## src/rtl/render_stream_source.sv

```systemverilog
// rtl/render_stream_source.sv - head-of-chain beat generator: raster scan beats with FIFO-buffered programming beats at frame boundaries
module render_stream_source #(
    parameter int H_ACTIVE   = 640,
    parameter int V_ACTIVE   = 480,
    parameter int FIFO_DEPTH = 4
) (
    input  logic        clk,
    input  logic        rst_n,
    input  logic        enable,
    input  logic [11:0] bg_color,
    input  logic        cmd_valid,
    output logic        cmd_ready,
    input  logic [11:0] cmd_stage,
    input  logic [11:0] cmd_reg,
    input  logic [11:0] cmd_data,
    output logic        program_out,
    output logic [11:0] x_out,
    output logic [11:0] y_out,
    output logic [11:0] data_out,
    output logic        frame_start,
    output logic        line_start
);
    localparam int PW = $clog2(FIFO_DEPTH);
    localparam int CW = PW + 1;
    localparam logic [11:0]   X_LAST   = 12'(H_ACTIVE - 1);
    localparam logic [11:0]   Y_LAST   = 12'(V_ACTIVE - 1);
    localparam logic [CW-1:0] FULL_CNT = CW'(FIFO_DEPTH);

    typedef enum logic [1:0] {
        ST_IDLE    = 2'd0,
        ST_PROGRAM = 2'd1,
        ST_SCAN    = 2'd2
    } state_t;

    state_t         state_q, state_d;
    logic [35:0]    fifo_mem_q [FIFO_DEPTH];
    logic [PW-1:0]  wr_ptr_q, wr_ptr_d, rd_ptr_q, rd_ptr_d;
    logic [CW-1:0]  count_q, count_d;
    logic [11:0]    x_cnt_q, x_cnt_d, y_cnt_q, y_cnt_d;
    logic [11:0]    bg_q, bg_d;
    logic           program_q, program_d;
    logic [11:0]    x_q, x_d, y_q, y_d, data_q, data_d;
    logic           frame_start_q, frame_start_d;
    logic           line_start_q, line_start_d;

    logic           push, pop, frame_end, last_pop, at_origin;
    logic [35:0]    head;

    assign cmd_ready = (count_q != FULL_CNT);
    assign push      = cmd_valid && cmd_ready;
    assign pop       = (state_q == ST_PROGRAM) && (count_q != '0);
    assign head      = fifo_mem_q[rd_ptr_q];
    assign at_origin = (x_cnt_q == 12'd0) && (y_cnt_q == 12'd0);
    assign frame_end = (state_q == ST_SCAN) && (x_cnt_q == X_LAST) && (y_cnt_q == Y_LAST);
    // A push landing alongside the final pop keeps the drain going one more beat.
    assign last_pop  = (count_q == '0) || ((count_q == CW'(1)) && !push);

    always_comb begin
        wr_ptr_d = wr_ptr_q + PW'(push);
        rd_ptr_d = rd_ptr_q + PW'(pop);
        count_d  = count_q + CW'(push) - CW'(pop);
    end

    always_ff @(posedge clk) begin
        if (push) begin
            fifo_mem_q[wr_ptr_q] <= {cmd_stage, cmd_reg, cmd_data};
        end
    end

    always_ff @(posedge clk or negedge rst_n) begin
        if (!rst_n) begin
            state_q       <= ST_IDLE;
            wr_ptr_q      <= '0;
            rd_ptr_q      <= '0;
            count_q       <= '0;
            x_cnt_q       <= '0;
            y_cnt_q       <= '0;
            bg_q          <= '0;
            program_q     <= 1'b1;
            x_q           <= 12'hFFF;
            y_q           <= 12'hFFF;
            data_q        <= '0;
            frame_start_q <= 1'b0;
            line_start_q  <= 1'b0;
        end else begin
            state_q       <= state_d;
            wr_ptr_q      <= wr_ptr_d;
            rd_ptr_q      <= rd_ptr_d;
            count_q       <= count_d;
            x_cnt_q       <= x_cnt_d;
            y_cnt_q       <= y_cnt_d;
            bg_q          <= bg_d;
            program_q     <= program_d;
            x_q           <= x_d;
            y_q           <= y_d;
            data_q        <= data_d;
            frame_start_q <= frame_start_d;
            line_start_q  <= line_start_d;
        end
    end

    always_comb begin
        state_d = state_q;
        case (state_q)
            ST_IDLE: begin
                if (enable) begin
                    state_d = (count_q != '0) ? ST_PROGRAM : ST_SCAN;
                end
            end
            ST_PROGRAM: begin
                if (last_pop) begin
                    state_d = enable ? ST_SCAN : ST_IDLE;
                end
            end
            ST_SCAN: begin
                if (frame_end) begin
                    if (!enable) begin
                        state_d = ST_IDLE;
                    end else if (count_q != '0) begin
                        state_d = ST_PROGRAM;
                    end else begin
                        state_d = ST_SCAN;
                    end
                end
            end
            default: state_d = ST_IDLE;
        endcase
    end

    // Counters rest at (0,0) outside SCAN, so every frame starts at the origin.
    always_comb begin
        program_d     = 1'b1;
        x_d           = 12'hFFF;
        y_d           = 12'hFFF;
        data_d        = '0;
        frame_start_d = 1'b0;
        line_start_d  = 1'b0;
        x_cnt_d       = x_cnt_q;
        y_cnt_d       = y_cnt_q;
        bg_d          = bg_q;
        case (state_q)
            ST_PROGRAM: begin
                if (pop) begin
                    x_d    = head[35:24];
                    y_d    = head[23:12];
                    data_d = head[11:0];
                end
            end
            ST_SCAN: begin
                program_d     = 1'b0;
                x_d           = x_cnt_q;
                y_d           = y_cnt_q;
                frame_start_d = at_origin;
                line_start_d  = (x_cnt_q == 12'd0);
                if (at_origin) begin
                    bg_d   = bg_color;
                    data_d = bg_color;
                end else begin
                    data_d = bg_q;
                end
                if (x_cnt_q == X_LAST) begin
                    x_cnt_d = '0;
                    y_cnt_d = (y_cnt_q == Y_LAST) ? 12'd0 : y_cnt_q + 12'd1;
                end else begin
                    x_cnt_d = x_cnt_q + 12'd1;
                end
            end
            default: begin
            end
        endcase
    end

    assign program_out = program_q;
    assign x_out       = x_q;
    assign y_out       = y_q;
    assign data_out    = data_q;
    assign frame_start = frame_start_q;
    assign line_start  = line_start_q;
endmodule

```

## config.mk

```make
export PLATFORM = sky130hd
export DESIGN_NAME = render_stream_source
export DESIGN_NICKNAME = d
export VERILOG_FILES = /design/src/rtl/render_stream_source.sv
export SDC_FILE = /design/constraint.sdc
export NUM_CORES = 1
export LEC_CHECK = 0
export ABC_AREA = 1
export CORE_ASPECT_RATIO = 1.75
export CORE_MARGIN = 2
export CORE_UTILIZATION = 40
export CTS_BUF_LIST = sky130_fd_sc_hd__clkbuf_4 sky130_fd_sc_hd__clkbuf_8
export CTS_CLUSTER_SIZE = 40
export DETAILED_ROUTE_END_ITERATION = 6
export PLACE_DENSITY_LB_ADDON = 0.25
export SKIP_LAST_GASP = 1
export SYNTH_ARGS = -nofsm -noshare
export SYNTH_HDL_FRONTEND = slang
export SYNTH_SLANG_ARGS = --single-unit
export TNS_END_PERCENT = 1
```

## constraint.sdc

```tcl
create_clock -name clk -period 4.61 [get_ports clk]
set_clock_uncertainty 0.1 [all_clocks]
set_input_delay 0.922 -clock clk [delete_from_list [all_inputs] [get_ports clk]]
set_output_delay 0.922 -clock clk [all_outputs]
set_load 0.005 [all_outputs]
```

==> impl_metrics.json <==
{
  "root_buffer": "clkbuf_8",
  "grt_pass1_vias": 6282,
  "cp_data_required_time_ps": 4900,
  "wl_met2_mm": 10.6,
  "cts-buffers-inserted": 34,
  "setup_viol": 0,
  "path_cells": "inv_1, ha_1, inv_1, nor2_4, ha_1, inv_1, ha_1, inv_1, fa_1, xnor2_1",
  "yosysTopAreaCellShare_pct": 45.1,
  "r2r.worst_path.cells": 10,
  "drtAntennaViolNets": 0,
  "cpMostUsedCell": "inv_1",
  "yosysSeqAreaShare_pct": 67.4,
  "dp_hpwl_mm": 13.6,
  "worstSetupPathType": "flop to flop",
  "synth.largest_area_cell": "edfxtp_1",
  "relSlewSlack_pct": 35.1,
  "cp_top_family": "adder cells",
  "r2r-end": "count_q[2]$_DFF_PN0_",
  "routedLengthMet1_mm": 8.54,
  "dp_cells": 1188,
  "ys_ff_latch": 228,
  "min_period_ps": 2890,
  "clk_latency_ps": 530,
  "place_congestion": 0.837,
  "io-pin-count": 92,
  "antenna_cells": 0,
  "end_kind": "flop",
  "placed_area_um2": 10800,
  "synth_edf_count": 144,
  "grt_max_degree": 74,
  "synthCells": 819,
  "port_buffers": 91,
  "cp_slowest_stage_delay_ps": 590,
  "routed_wirelength_mm": 20.6,
  "highest_layer": "met4",
  "die-height_um": 209,
  "post_cts_buffers": 0,
  "core_um2": 23700,
  "hold_violations": 0,
  "cts_sinks": 228,
  "cts_tree": "built",
  "ys_top_cells_by_area": "edfxtp_1 45%, dfrtp_1 15%, dfstp_2 6.9%",
  "timing.fmax_ghz": 0.346,
  "slew_viol_final": 0,
  "synth.net_count": 884,
  "met3_length_um": 804,
  "worstMarginPinSlew_ps": 968,
  "cts_htree_levels": 2,
  "final_common_cell": "edfxtp_1",
  "p_per_area_nw_per_um2": 609,
  "wire_per_inst_um": 16.5,
  "critical_path.startpoint_type": "flop",
  "die_x_um": 121,
  "hold_path_class": "input pin to async pin",
  "antenna_found_initial": 0,
  "max_cap_violations": 0,
  "start_util_pct": 40.4,
  "ctsLongestPathBuffers": 3,
  "synthArstFlopShare_pct": 36.8,
  "cts_resized": 0,
  "viasPerCell": 5.06,
  "reg2reg_from": "state_q[1]$_DFFE_PN0P_",
  "synth_cell_type_count": 38,
  "vias": 6318,
  "avgSynthCellArea_um2": 11.7,
  "syn_area_um2": 9580,
  "timing.hold.ws_ps": 367,
  "layout.nets": 981,
  "cp_slowest_cell": "ha_1",
  "crit_buf_inv": 4,
  "final_cell_mix": "144 x edfxtp_1, 111 x nand2_1, 90 x clkdlybuf4s50_1",
  "drive_above_1_share_pct": 16.7,
  "ir_drop_v": 0.000312,
  "synthFlopType": "edfxtp_1",
  "cts-hold-fix-buffers": 0,
  "area_delta_synth_final_pct": 19.8,
  "yosysWarningCount": 0,
  "r2r_slack_ps": 1720,
  "dieArea_um2": 25300,
  "clk_pin_slew_ps": 60,
  "p_leak_nw": 4.36,
  "rsz0062_at_grt": "no",
  "grt_util_all_layers_pct": 16.9,
  "grt_pass1_wl_mm": 33.3,
  "postLayoutCoreUtil_pct": 48.3,
  "cp_max_fo": 26,
  "drt_first_pass_iters": 5,
  "layoutNonFillerInstCount": 1248,
  "cp.arrival_ps": 3180,
  "rows": 75,
  "drc_errors": 0,
  "drt_iter0_drc": 333,
  "status": "finished, final reports clean",
  "final_cell_area_um2": 11500,
  "overflow": 0,
  "period_share_pct": 62.7,
  "final.setup.tns_ps": 0
}
-- metrics by stage --
stage                     power (mW)  setup slack [ps]
after floorplan                 4.54               516
after global placement          5.39              1660
after detailed placement        5.41              1640
after CTS                       7.09              1680
after global routing            7.48              1470
final                           6.99              1720
-- routing by layer --
layer | global-route usage (%) | vias to the layer above
li1 | - | 3057
met5 | 0 | -
met4 | 6.90 | 0
met1 | 21.0 | 3068
met2 | 29.2 | 148
met3 | 2.54 | 45
-- state kept, by name, indices dropped and copies added (netlist names) --
register and cells:
fifo_mem_q 144, bg_q 12, data_out 12, x_cnt_q 12, x_out 12, y_cnt_q 12, y_out 12, count_q 3
rd_ptr_q 2, state_q 2, wr_ptr_q 2, frame_start 1, line_start 1, program_out 1
-- area by class of cell --
class | instances | area, µm²
flip-flops and latches | 228 | 6460
clock inverters | 9 | 70.1
fillers | 2138 | 12300
clock buffers | 51 | 621
well taps | 308 | 385
multi-input cells | 474 | 2670
repair buffers | 101 | 983
inverters | 77 | 289
-- synthesized netlist by cell type (16+ instances only) --
cell type,n
o211ai_1,21
dfstp_2,25
nor2_1,43
dfrtp_1,59
a21oi_1,58
nand2_2,16
clkbuf_1,20
nand3_1,33
edfxtp_1,144
nor3_1,19
a22oi_1,24
o21ai_0,74
inv_1,62
nand2_1,111
-- worst max-delay path by stage --
| stage | slack (ps) | cells after the start | end | from |
|---|---|---|---|---|
| 2_1_floorplan | 520 | 2 | fifo_mem_q[0][0]$_DFFE_PP_ | cmd_valid |
| 3_3_place_gp | 1660 | 8 | count_q[1]$_DFF_PN0_ | cmd_valid |
| 3_5_place_dp | 1640 | 8 | count_q[2]$_DFF_PN0_ | cmd_valid |
| 4_1_cts | 1680 | 10 | count_q[2]$_DFF_PN0_ | state_q[1]$_DFFE_PN0P_ |
| 5_1_grt | 1470 | 6 | y_out[4]$_DFF_PN1_ | rd_ptr_q[1]$_DFF_PN0_ |
| 6_report | 1720 | 10 | count_q[2]$_DFF_PN0_ | state_q[1]$_DFFE_PN0P_ |
-- cells by family (layout without fill, tap and decap cells) --
group | count (synthesis) | in the layout | synth area share [%]
AO/OA/AOI/OAI | 200 | 200 | 12.2
XOR/XNOR | 13 | 13 | 1.19
adder cells (fa/ha/maj) | 13 | 13 | 1.78
buffers and inverters | 117 | 238 | 4.96
flip-flops | 228 | 228 | 67.4
AND/OR/NAND/NOR | 248 | 248 | 12.4
-- power by group --
group | leakage (nW) | switching, mW | internal, mW
Clock | 0.370 | 0.738 | 0.919
Sequential | 2.36 | 0.161 | 2.79
Combinational | 1.63 | 1.50 | 0.877
-- worst reg2reg max path, cell delays in order, from the launching register on --
cell and delay [ps]:
dfrtp_1 420, inv_1 100, ha_1 590, inv_1 170, nor2_4 370, ha_1 300, inv_1 60, ha_1 130
inv_1 50, fa_1 370, xnor2_1 130
Power figures use the tool's default switching activity.
